**config.mk**
```make
export PLATFORM = sky130hd
export DESIGN_NAME = program_counter_stack
export DESIGN_NICKNAME = d
export VERILOG_FILES = /design/src/rtl/program_counter_stack.sv
export SDC_FILE = /design/constraint.sdc
export NUM_CORES = 1
export LEC_CHECK = 0
export ABC_AREA = 1
export BUFFER_PORTS_ARGS = -buffer_cell sky130_fd_sc_hd__buf_2
export CELL_PAD_IN_SITES_DETAIL_PLACEMENT = 0
export CELL_PAD_IN_SITES_GLOBAL_PLACEMENT = 1
export CORE_ASPECT_RATIO = 1.25
export CORE_MARGIN = 1.5
export CORE_UTILIZATION = 25
export DETAILED_ROUTE_END_ITERATION = 7
export GPL_TIMING_DRIVEN = 1
export PLACE_DENSITY_LB_ADDON = 0.1
export SLEW_MARGIN = 20
export SYNTH_ARGS = -nofsm -noshare
export SYNTH_HDL_FRONTEND = slang
export SYNTH_SLANG_ARGS = --single-unit
```
**constraint.sdc**
```tcl
create_clock -name clk -period 2.12 [get_ports clk]
set_input_delay 0.424 -clock clk [delete_from_list [all_inputs] [get_ports clk]]
set_output_delay 0.424 -clock clk [all_outputs]
set_load 0.02 [all_outputs]
```
**src/rtl/program_counter_stack.sv**
```systemverilog
// Program counter with one-cycle INC/REL/ABS/CALL/RET resolution and a LIFO
// return-address stack that raises sticky overflow/underflow/bad-op flags.

module program_counter_stack_entry #(
  parameter int W = 6
) (
  input  logic         clk,
  input  logic         we,
  input  logic [W-1:0] d,
  output logic [W-1:0] q
);
  // Contents are don't-care after reset, so no reset term.
  always_ff @(posedge clk) begin
    if (we) q <= d;
  end
endmodule

module program_counter_stack #(
  parameter int           W         = 6,
  parameter int           DEPTH     = 4,
  parameter logic [W-1:0] RESET_VEC = '0,
  localparam int          DW        = $clog2(DEPTH + 1)
) (
  input  logic          clk,
  input  logic          rst_n,
  input  logic          en,
  input  logic [2:0]    op,
  input  logic [W-1:0]  offset,
  input  logic [W-1:0]  target,
  input  logic          clr_err,
  output logic [W-1:0]  pc,
  output logic [DW-1:0] depth,
  output logic          stk_full,
  output logic          stk_empty,
  output logic          ovf_err,
  output logic          unf_err,
  output logic          bad_op
);

  typedef enum logic [2:0] {
    OP_INC      = 3'd0,
    OP_REL      = 3'd1,
    OP_ABS      = 3'd2,
    OP_CALL_REL = 3'd3,
    OP_CALL_ABS = 3'd4,
    OP_RET      = 3'd5
  } op_e;

  typedef struct packed {
    logic push;
    logic pop;
    logic set_ovf;
    logic set_unf;
    logic set_bad;
  } ctl_t;

  logic [DEPTH-1:0][W-1:0] stk_q;
  logic [W-1:0]            seq, rel, top, pc_nxt;
  ctl_t                    ctl;

  assign stk_full  = (depth == DW'(DEPTH));
  assign stk_empty = (depth == '0);
  assign seq       = pc + W'(1);
  assign rel       = pc + offset + W'(1);

  always_comb begin
    top = '0;
    for (int i = 0; i < DEPTH; i++)
      if (depth == DW'(i + 1)) top = stk_q[i];
  end

  always_comb begin
    pc_nxt = pc;
    ctl    = '0;
    if (en) begin
      case (op)
        OP_INC: pc_nxt = seq;
        OP_REL: pc_nxt = rel;
        OP_ABS: pc_nxt = target;
        OP_CALL_REL, OP_CALL_ABS: begin
          if (stk_full) begin
            ctl.set_ovf = 1'b1;
          end else begin
            ctl.push = 1'b1;
            pc_nxt   = (op == OP_CALL_REL) ? rel : target;
          end
        end
        OP_RET: begin
          if (stk_empty) begin
            ctl.set_unf = 1'b1;
          end else begin
            ctl.pop = 1'b1;
            pc_nxt  = top;
          end
        end
        default: ctl.set_bad = 1'b1;
      endcase
    end
  end

  // Push writes the slot just above the current top; reset masks the write.
  for (genvar g = 0; g < DEPTH; g++) begin : g_stk
    program_counter_stack_entry #(.W(W)) u_entry (
      .clk (clk),
      .we  (rst_n && ctl.push && (depth == DW'(g))),
      .d   (seq),
      .q   (stk_q[g])
    );
  end

  always_ff @(posedge clk) begin
    if (!rst_n) begin
      pc      <= RESET_VEC;
      depth   <= '0;
      ovf_err <= 1'b0;
      unf_err <= 1'b0;
      bad_op  <= 1'b0;
    end else begin
      pc <= pc_nxt;
      if (ctl.push)     depth <= depth + DW'(1);
      else if (ctl.pop) depth <= depth - DW'(1);
      // Set-dominant sticky flags; clear works even with en low.
      ovf_err <= ctl.set_ovf | (ovf_err & ~clr_err);
      unf_err <= ctl.set_unf | (unf_err & ~clr_err);
      bad_op  <= ctl.set_bad | (bad_op  & ~clr_err);
    end
  end

endmodule

```
== After elaboration in Yosys (flattened, before gate mapping) ==
Index checks and enable logic that the tools add are counted.

* Input port bits: 19
* Memories kept: 0
* Memory bits (read-only): 0
* Output and inout port bits: 14
* Register bits: 36
* Bits in latches: 0
* Word-level logic and storage cells: 64
* Bits in writable memories: 0

* Multiplexer cells: 20
* $mul: 0
* Bitwise logic cells: 7
* Divide/modulo/power cells: 0
* Shifts and indexed selects: 0
* $add $sub $neg: 5
* Magnitude comparators: 0
* Reductions and logical operators: 12
* Eq/ne operators: 11

{| class="wikitable"
|+ Operator list
! operator !! count
|-
| $mux W6 || 7
|-
| $pmux W6 S5 || 1
|-
| $add A6 B1 Y6 const B || 2
|-
| $eq A3 B2 Y1 const B || 4
|-
| $eq A3 B3 Y1 const B || 3
|-
| $mux W1 || 9
|-
| $add A6 B6 Y6 || 1
|-
| $eq A3 B1 Y1 const B || 2
|-
| $logic_not A3 Y1 || 2
|-
| $mux W3 || 2
|-
| $reduce_or A6 Y1 || 1
|-
| $logic_and A1 B1 Y1 || 5
|-
| $mux W5 || 1
|-
| $reduce_bool A5 Y1 || 1
|-
| $ne A2 B2 Y1 const B || 2
|-
| $reduce_and A4 Y1 || 1
|-
| $add A3 B1 Y3 const B || 1
|-
| $and A1 B1 Y1 || 3
|-
| $or A1 B1 Y1 || 3
|-
| $sub A3 B1 Y3 const B || 1
|-
| $reduce_bool A2 Y1 || 1
|-
| $reduce_or A2 Y1 || 1
|-
| $not A1 Y1 || 1
|}

== Longest topological paths before layout ==
Gate-level depths: netlist of the first run.

* Depth in word-level cells: 7
* Mapped depth: 12
* Gate-level depth less buffers: 12

== Hierarchy ==
Synthesis of the first run repeated with hierarchy kept, for this count alone.

* Cells, all modules: 278
* Area, all modules: 2194.6 sq um

{| class="wikitable"
|+ Modules (own cells, without submodules)
! module !! area each (sq um) !! seq. area each (sq um) !! cells each !! instances
|-
| program_counter_stack || 1473.9 || 240.2 || 254 || 1
|-
| program_counter_stack_entry || 180.2 || 180.2 || 6 || 4
|}

== Worst setup path after synthesis of the first run ==
OpenSTA, ideal clock, no wires.

* Kind: register to register
* Start: reg depth[0]
* End: reg g_stk[1].u_entry.q[0], enable pin
* Path slack: -0.049 ns
* Arrival: 1.793 ns
* Cell stages (with the launch flop): 8
* Library setup time: 0.377 ns
* Clock period less this slack: 2.169 ns
* Path buffers: 0
* Data required time: 1.743 ns
* Path through: dfxtp_1 inv_1 ha_1 nand2_1 nand3_1 nor2_1 inv_1 nor3_1

* Cells in the longest elaborated chain, start to end: 6
* Elaborated cells on any way between the ends: 7
* Classes of those cells: 2 x eq/ne; 3 x mux; 2 x reduce/logical

{| class="wikitable"
|+ Ends and longest elaborated chain
! element !! line !! text
|-
| from (decl) || 32 || <nowiki>output logic [DW-1:0] depth,</nowiki>
|-
| from (signal assigned) || 120 || <nowiki>if (ctl.push) depth <= depth + DW'(1);</nowiki>
|-
| from (signal assigned) || 121 || <nowiki>else if (ctl.pop) depth <= depth - DW'(1);</nowiki>
|-
| $eq A3 B3 Y1 || 61 || <nowiki>assign stk_full = (depth == DW'(DEPTH));</nowiki>
|-
| $mux W1 || 81 || <nowiki>if (stk_full) begin</nowiki>
|-
| $mux W1 || 76 || <nowiki>case (op)</nowiki>
|-
| $mux W5 || 75 || <nowiki>if (en) begin</nowiki>
|-
| $logic_and A1 B1 Y1 || 105 || <nowiki>.we (rst_n && ctl.push && (depth == DW'(g))),</nowiki>
|-
| $logic_and A1 B1 Y1 * || 105 ||
|-
| via g_stk[1].u_entry.we || 8 || <nowiki>input logic we,</nowiki>
|-
| to (signal assigned) || 14 || <nowiki>if (we) q <= d;</nowiki>
|-
| to (decl) || 10 || <nowiki>output logic [W-1:0] q</nowiki>
|}

The timed path passes the listed nets; every way through them passes the cells marked *.
A chain may end at the register's enable or synchronous reset.

== Worst setup path after layout of the first run ==
* Start: reg depth[0]
* End: out stk_full

* Cells in the longest elaborated chain, start to end: 1

{| class="wikitable"
|+ Ends and longest elaborated chain
! element !! line !! text
|-
| $eq A3 B3 Y1 || 61 ||
|-
| to (decl) || 33 || <nowiki>output logic stk_full,</nowiki>
|}

No other way between the ends.

==> qor.csv, run 1 <==
metric,value,unit
Netlist cell types,27,
Antenna Cells,0,
post-synthesis sequential area ratio,43.9,%
synthesized area,0.00219,sq mm
Die Wd,86.7,microns
Rel. slew slack,71.5,%
clk slew on worst S/H paths,0.07,ns
Synth async-reset ratio,0,%
vias in the first global route,1864,
Tcrit/Tclk final,93.5,%
Setup crit end kind,primary output,
synth top area cells,"edfxtp_1 (33%), nand2_1 (13%), dfxtp_1 (11%)",
first-pass GRT wire length,8.83,mm
CP max stage cell,dfxtp_1,
TritonCTS clock tree,built,
Post-Syn Instances,277,
dpl hpwl,4.40,mm
Cells on Worst Hold Path,3,
Vias,1819,
Hold Fails Final Rpt,0,
CTS buffer count,5,
largest net degree at the start of global routing,14,
Syn-to-layout area delta,20.6,%
WS Path Type,register to primary output,
R2R Path Start,pc[0],
Tot Pwr,1670,uW
gr usage total,12.6,%
Antenna Nets Post-Route,0,
Hold Path Sink,depth[0],
final net count,352,
Routability Congestion,0.729,
Max Slew Vio Count,0,
top-area cell type share of the netlist area,32.9,%
Post-synth EDFFs,24,
setup bufs post-CTS,0,
highest clock rate,0.505,GHz
Filler Cell Count,939,
unrepaired setup endpoints after global routing,no,
cts hold-fix bufs,0,
Syn Nets,309,
Die Area,0.00933,sq mm
maximum VDD drop,0.000230,V
Routed WL,5.37,mm
cts repair resizes,0,
antenna violations before repair,0,
H-tree lvl count,2,
ys flop type,edfxtp_1,
DRT iter0 DRCs,42,
Crit path max-delay family,buffers and inverters,
starting density of the core,25.4,%
WL/cell,12.2,microns
share of post-route cells with drive strength above 1,22.4,%
clock buffer depth,2,
Rows,38,
Die Span Y,108,microns
Worst Min Path Start,rst_n,
Max-Cap Viols,0,
hold slack,0.403,ns
status,"complete, no violations",
post-layout min period,1.98,ns
critical path required time,1.70,ns
"Avg Cell Area, Syn",7.90,sq um
vias per cell,4.12,
slack of the worst reg-to-reg path,0.25,ns
Final setup viols,0,
worst reg2reg path endpoint,pc[4],
DRC,0,
Yosys top cell by area,edfxtp_1,
CTS sink count,36,
Worst Tran Pin Value,0.426,ns
crit path max fanout,13,
Worst EP arrival,1.56,ns
Power per Cell Area,632,mW/mm^2
Port Buffers,32,
CTS root buffer,clkbuf_8,
Leak,0.00121,uW
most frequent cells after synthesis,"nand2_1 (78), nor2_1 (34), nand3_1 (29)",
Worst Reg2Reg Path Length in Cells,11,
global route total overflow,0,
core area,0.00861,sq mm
post-synthesis sequential element count,36,
Worst Skew,0.00755,ns
worst path bufs/invs,4,
DRT Pass-1 Iters,4,
CP startpoint kind,register,
later-pin clock latency in the skew report,0.29,ns
worst min path class,input pin to register,
worst path cell trace,"inv_1, ha_1, nand2_1, buf_4, inv_2, buf_2",
Yosys Warn Count,0,
worst stage delay on the critical path,0.41,ns
I/O Pins,33,
most common cell in the netlist,nand2_1,
-- per-layer routing --
metal	global-route usage (%)	wire [microns]	part of all wire [%]
met5	0	0	0
met2	23.6	2860	53
met4	5.30	103	1.9
met3	1.61	92	1.7
met1	14.2	2310	43
-- cells in the final DEF, fill, tap and decap left out, types with 4 or more instances in the layout --
cell type	n
nand2_1	78
nor2_1	34
buf_2	32
nand3_1	29
inv_1	28
edfxtp_1	24
a21oi_1	16
ha_1	12
dfxtp_1	12
buf_4	10
or2_2	7
inv_2	5
nand2_2	5
clkbuf_8	5
xor2_1	4
-- registers in the layout (all words and copies together) (netlist names) --
name,cells
pc,6
depth,3
ovf_err,1
bad_op,1
unf_err,1
g_stk.u_entry.q,24
-- worst reg2reg max path, stage by stage (launching register included) --
cell     delay (ns)
dfxtp_1        0.35
inv_1          0.16
ha_1           0.17
inv_1          0.08
fa_1           0.41
nand3_1        0.12
a21oi_1        0.07
o21ai_0        0.17
inv_1          0.06
nand2_1        0.05
nand2_1        0.05
a21oi_2        0.11
-- power breakdown --
group	switching (uW)	internal, uW	total (uW)
Combinational	178	102	281
Sequential	17.0	767	784
Clock	254	348	602
-- cell type report --
class	count	area (sq um)	share of cell area, %
Timing Repair Buffer	42	235	8.91
Inverter	33	124	4.69
Tap cell	120	150	5.69
Clock buffer	5	68.8	2.61
Sequential cell	36	961	36.4
Clock inverter	3	42.5	1.61
Multi-Input combinational cell	202	1060	40.1
-- stage by stage --
stage	setup slack, ns	std cells	TNS [ns]	utilization, %	area, sq um
3_5_place_dp	0.183	433	0	29.4	2530
3_3_place_gp	0.210	433	0	29.4	2530
4_1_cts	0.114	441	0	30.7	2640
5_1_grt	0.0200	441	0	30.7	2640
6_report	0.138	441	0	30.7	2640
2_1_floorplan	-0.0495	277	-0.593	-	2190
-- cells by family after synthesis --
group                    share of synthesized area (%)
AO/OA/AOI/OAI                                     5.43
XOR/XNOR                                          2.40
adder cells (fa/ha/maj)                           7.78
buffers and inverters                             7.78
flip-flops                                        43.9
AND/OR/NAND/NOR                                   32.7
-- how the worst max path moves through the flow --
stage          cells after the start  slack, ns                    end       from
2_1_floorplan                      7      -0.05  g_stk[1].u_entry.q[0]   depth[0]
3_3_place_gp                      12       0.21                  pc[4]  offset[0]
3_5_place_dp                      12       0.18                  pc[4]  offset[0]
4_1_cts                            6       0.11               stk_full   depth[0]
5_1_grt                           11       0.02                  pc[4]      pc[0]
6_report                           6       0.14               stk_full   depth[0]
No activity file was read; power rests on OpenSTA's default activity.
==> run 2, diff against run 1 <==
BUFFER_PORTS_ARGS = default   (was -buffer_cell sky130_fd_sc_hd__buf_2)
DONT_BUFFER_PORTS = 1   (was default)
==> run 2 against run 1 <==
Clock power up 1%. Register-to-register slack better by 0.07 ns. Final area down 4.9%. Via count down 6.5%. Clock skew about the same. Critical endpoint unchanged.
==> qor.csv, run 2 (synthesis gave the netlist of run 1 again) <==
metric,value,unit,change
status,"complete, no violations",,
Largest Register,g_stk.u_entry.q,,
Worst Skew,0.00783,ns,+0.000282 ns
Antenna Nets Post-Route,0,,unchanged
Antenna Cells,0,,unchanged
Syn-to-layout area delta,14.6,%,
Routed met3 length,125,microns,+36%
Rel. slew slack,71.3,%,-0.17 points
clock buffer depth,2,,unchanged
hold slack,0.258,ns,-0.145 ns
CTS root buffer,clkbuf_8,,
I/O Pins,33,,unchanged
clk slew on worst S/H paths,0.07,ns,about the same
Tcrit/Tclk final,86.2,%,-7.3 points
Largest regs,"g_stk.u_entry.q: 24 flops, pc: 6 flops, depth: 3 flops",,
global route total overflow,0,,unchanged
vias in the first global route,1704,,-8.6%
share of post-route cells with drive strength above 1,15.0,%,-7.4 points
final net count,324,,-8.0%
Vias,1700,,-6.5%
WL/cell,13.0,microns,+6.4%
number of flip-flops in the largest register,24,,unchanged
setup bufs post-CTS,0,,unchanged
worst min path class,input pin to register,,
critical path required time,1.70,ns,about the same
maximum VDD drop,0.000223,V,-3.0%
Die Area,0.00933,sq mm,unchanged
CTS buffer count,5,,unchanged
vias per cell,4.12,,-0.21%
Max Slew Vio Count,0,,unchanged
later-pin clock latency in the skew report,0.29,ns,about the same
Die Wd,86.7,microns,unchanged
final design utilization,29.2,%,-1.5 points
cts repair resizes,0,,unchanged
first-pass GRT wire length,8.64,mm,-2.2%
H-tree lvl count,2,,unchanged
cts hold-fix bufs,0,,unchanged
Setup Total Neg Slack,0,ns,unchanged
DRT iter0 DRCs,63,,+50%
Worst Tran Pin Value,0.428,ns,+0.00265 ns
Setup crit end kind,primary output,,
Filler Cell Count,940,,+0.11%
setup ws final,0.292,ns,+0.154 ns
Port Buffers,0,,-100%
Routed WL,5.35,mm,-0.35%
most frequent cells in the layout,"nand2_1 (78), nor2_1 (34), nand3_1 (29)",,
dpl hpwl,4.34,mm,-1.4%
starting density of the core,25.4,%,unchanged
DRT Pass-1 Iters,4,,unchanged
DRC,0,,unchanged
highest clock rate,0.547,GHz,+8.4%
TritonCTS clock tree,built,,
Hold Fails Final Rpt,0,,unchanged
antenna violations before repair,0,,unchanged
DRT met1 WL,2.23,mm,-3.8%
Worst EP arrival,1.40,ns,-0.16 ns
WL met2,2.91,mm,+1.6%
"commonest non-fill, non-tap cell in the layout",nand2_1,,
CP startpoint kind,register,,
Tot Pwr,1640,uW,-1.4%
Die Span Y,108,microns,unchanged
Leak,0.00109,uW,-10%
uppermost layer routed,met4,,
core area,0.00861,sq mm,unchanged
Routability Congestion,0.719,,-1.4%
CTS sink count,36,,unchanged
WS Path Type,register to primary output,,
crit path max fanout,13,,unchanged
Power per Cell Area,655,mW/mm^2,+3.7%
gr usage total,12.4,%,-0.20 points
DP Worst Slack,0.295,ns,+0.113 ns
Max-Cap Viols,0,,unchanged
Rows,38,,unchanged
unrepaired setup endpoints after global routing,no,,
Final setup viols,0,,unchanged
largest net degree at the start of global routing,14,,unchanged
post-layout min period,1.83,ns,-0.154 ns
## run 2: changes by cell type in the layout (fill, tap and decap cells not counted), sizes merged
cell  before  now
buf       42   14
## run 2: final timing paths
path | start | endpoint | slack (ns) | cells after the start
min reg2reg | unf_err | unf_err | 0.57 | 2
min | rst_n | depth[1] | 0.26 | 2
max reg2reg | depth[0] | g_stk[2].u_entry.q[3] | 0.32 | 8
max | depth[0] | stk_full | 0.29 | 5
## run 2: area by class of cell
| type | instances | area (sq um) | share of cell area (%) |
|---|---|---|---|
| Multi-Input combinational cell | 202 | 1060 | 42.1 |
| Clock buffer | 5 | 68.8 | 2.74 |
| Timing Repair Buffer | 14 | 105 | 4.19 |
| Tap cell | 120 | 150 | 5.99 |
| Sequential cell | 36 | 961 | 38.3 |
| Inverter | 33 | 124 | 4.94 |
| Clock inverter | 3 | 42.5 | 1.70 |
## run 2: critical path, stage by stage, from the launching register on
cell and delay, ns:
dfxtp_1 0.39, inv_1 0.09, ha_1 0.23, nand2_1 0.09
buf_4 0.20, inv_2 0.11
## run 2: per-stage QoR
| step | cell area [sq um] | std cells |
|---|---|---|
| floorplan | 2190 | 277 |
| global placement | 2400 | 405 |
| detailed placement | 2400 | 405 |
| CTS | 2510 | 413 |
| global route | 2510 | 413 |
| finish | 2510 | 413 |
## run 2: where the power goes
group	leakage [uW]	internal [uW]	total, uW	switching, uW
combinational	0.000727	88.1	249	161
clock	0.0000541	348	608	260
sequential	0.000307	767	786	19.0
## run 2: routing by layer
metal | vias to the layer above | global-route usage [%]
li1 | 922 | -
met2 | 24 | 22.3
met3 | 6 | 2.38
met4 | 0 | 4.84
met1 | 748 | 14.5
met5 | - | 0
==> run 3, diff against run 2 <==
CELL_PAD_IN_SITES_DETAIL_PLACEMENT = default   (was 0)
CELL_PAD_IN_SITES_GLOBAL_PLACEMENT = default   (was 1)
CORE_UTILIZATION = 57   (was 25)
PLACE_DENSITY = 0.75   (was default)
PLACE_DENSITY_LB_ADDON = default   (was 0.1)
==> run 3 against run 2 <==
Clock power is 22% lower. Fmax is 0.84% higher. Final area is 6.0% lower. Highest routed layer unchanged. Critical path type is now register to register. Via count is 1.6% higher.
==> qor.csv, run 3 (synthesis gave the netlist of run 1 again) <==
metric,value,unit,change
later-pin clock latency in the skew report,0.29,ns,about the same
internal power,1080,uW,-10%
Antenna Cells,0,,unchanged
crit path max fanout,6,,-7
post-layout min period,1.81,ns,-0.0152 ns
most frequent cells in the layout,"nand2_1 (78), nor2_1 (34), nand3_1 (29)",,
Setup crit end kind,register,,
clock power share,31.5,%,-5.5 points
busiest grt layer,met2,,
Die Wd,58.4,microns,-33%
CP endpoint,pc[4],,
H-tree lvl count,2,,unchanged
Routed WL,4.27,mm,-20%
CTS sink count,36,,unchanged
Die Span Y,72.3,microns,-33%
number of flip-flops in the largest register,24,,unchanged
Worst EP arrival,2.04,ns,+0.64 ns
Die Area,0.00422,sq mm,-55%
Antenna Nets Post-Route,0,,unchanged
met1 usage,26.9,%,+12 points
Final setup viols,0,,unchanged
unrepaired setup endpoints after global routing,no,,
Rows,25,,-34%
core area,0.00372,sq mm,-57%
WS Path Type,register to register,,
switching portion of total power,27.9,%,+1.2 points
global route total overflow,0,,unchanged
Largest Register,g_stk.u_entry.q,,
Max Slew Vio Count,0,,unchanged
Comb pwr share,15.8,%,+0.6 points
R2R Path Start,pc[0],,
gr usage total,23.3,%,+11 points
crit path from,pc[0],,
clk slew on worst S/H paths,0.08,ns,about the same
maximum VDD drop,0.000285,V,+28%
CTS root buffer,clkbuf_8,,
Worst Tran Pin Value,0.495,ns,+0.0665 ns
CTS buffer count,5,,unchanged
"commonest non-fill, non-tap cell in the layout",nand2_1,,
I/O Pins,33,,unchanged
Leak,0.00106,uW,-2.8%
Hold Fails Final Rpt,0,,unchanged
DRC,0,,unchanged
antenna violations before repair,0,,unchanged
Vias,1728,,+1.6%
DP Area,0.00227,sq mm,-5.1%
slack of the worst reg-to-reg path,0.31,ns,about the same
clock buffer depth,2,,unchanged
vias in the first global route,1779,,+4.4%
Routability Congestion,0.822,,+14%
cts hold-fix bufs,0,,unchanged
worst min path class,input pin to register,,
Worst Reg2Reg Path Length in Cells,11,,+3
"Design Area, Final",0.00236,sq mm,-6.0%
Power per Cell Area,634,mW/mm^2,-3.2%
DP Worst Slack,0.314,ns,+0.0181 ns
first-pass GRT wire length,7.49,mm,-13%
Port Buffers,0,,unchanged
Psw,418,uW,-4.9%
Largest regs,"g_stk.u_entry.q: 24 flops, pc: 6 flops, depth: 3 flops",,
cts repair resizes,0,,unchanged
starting density of the core,58.8,%,+33 points
share of post-route cells with drive strength above 1,13.4,%,-1.6 points
Syn-to-layout area delta,7.78,%,
final design utilization,63.4,%,+34 points
setup bufs post-CTS,0,,unchanged
WL/cell,12.9,microns,about the same
Max-Cap Viols,0,,unchanged
dpl hpwl,3.35,mm,-23%
Worst Skew,0.0111,ns,+0.00326 ns
setup ws final,0.307,ns,+0.0152 ns
TritonCTS clock tree,built,,
CP startpoint kind,register,,
grt met2 use,39.6,%,+17 points
Rel. slew slack,66.9,%,-4.4 points
M3 GR Usage,4.63,%,+2.3 points
vias per cell,5.24,,+27%
status,"complete, no violations",,
critical path required time,2.35,ns,+0.65 ns
worst reg2reg path endpoint,pc[4],,
highest clock rate,0.552,GHz,+0.84%
DRT iter0 DRCs,64,,+1.6%
largest net degree at the start of global routing,14,,unchanged
DRT Pass-1 Iters,4,,unchanged
final net count,321,,-0.93%
Seq pwr share,52.7,%,+4.8 points
Tcrit/Tclk final,85.5,%,-0.72 points
[run 3: cell count changes in the layout (fill, tap and decap cells not counted)]
| cell | previous run | this run |
|---|---|---|
| clkinv_1 | 0 | 1 |
| buf_4 | 14 | 11 |
| clkbuf_1 | 0 | 1 |
| clkinv_2 | 1 | 0 |
| bufinv_16 | 1 | 0 |
[run 3: final cells by class]
class,instances,area (sq um)
tap,40,50.0
multi-input combinational,202,1060
fill,325,1360
clock buffer,6,72.6
clock inverter,2,11.3
timing repair buffer,11,82.6
inverter,33,124
sequential,36,961
[run 3: power groups by stage]
stage	sequential, uW	combinational, uW	clock [uW]
after floorplan	810	180	0
after global placement	803	230	0
after detailed placement	804	236	0
after CTS	788	237	480
after global routing	790	274	507
final	788	236	472
[run 3: stage by stage]
step | std cells | power [uW] | TNS, ns | hold slack (ns)
floorplan | 277 | 990 | -0.593 | 0.540
global placement | 322 | 1030 | 0 | 0.497
detailed placement | 322 | 1040 | 0 | 0.488
CTS | 330 | 1500 | 0 | 0.267
global route | 330 | 1570 | 0 | 0.272
finish | 330 | 1500 | 0 | 0.272
[run 3: worst min-delay path by stage]
stage / startpoint / to / slack [ns] / cells past startpoint
after floorplan: bad_op / bad_op / 0.54 / 2
after CTS: rst_n / depth[0] / 0.27 / 2
after global placement: pc[2] / pc[2] / 0.50 / 2
final: rst_n / depth[1] / 0.27 / 2
after global routing: rst_n / depth[0] / 0.27 / 2
after detailed placement: pc[2] / pc[2] / 0.49 / 2
[run 3: routing by layer]
metal,vias to the layer above,share of wire (%)
li1,912,-
met1,756,41
met2,51,51
met3,9,4.9
met4,0,2.3
met5,-,0
[run 3: worst max-delay path, cell delays in order, from the launching register on]
cell and delay [ns]:
dfxtp_1 0.31, inv_1 0.16, ha_1 0.18, inv_1 0.07, fa_1 0.42, nand3_1 0.11
a21oi_1 0.07, o21ai_0 0.16, inv_1 0.05, nand2_1 0.06, nand2_1 0.06, a21oi_2 0.11
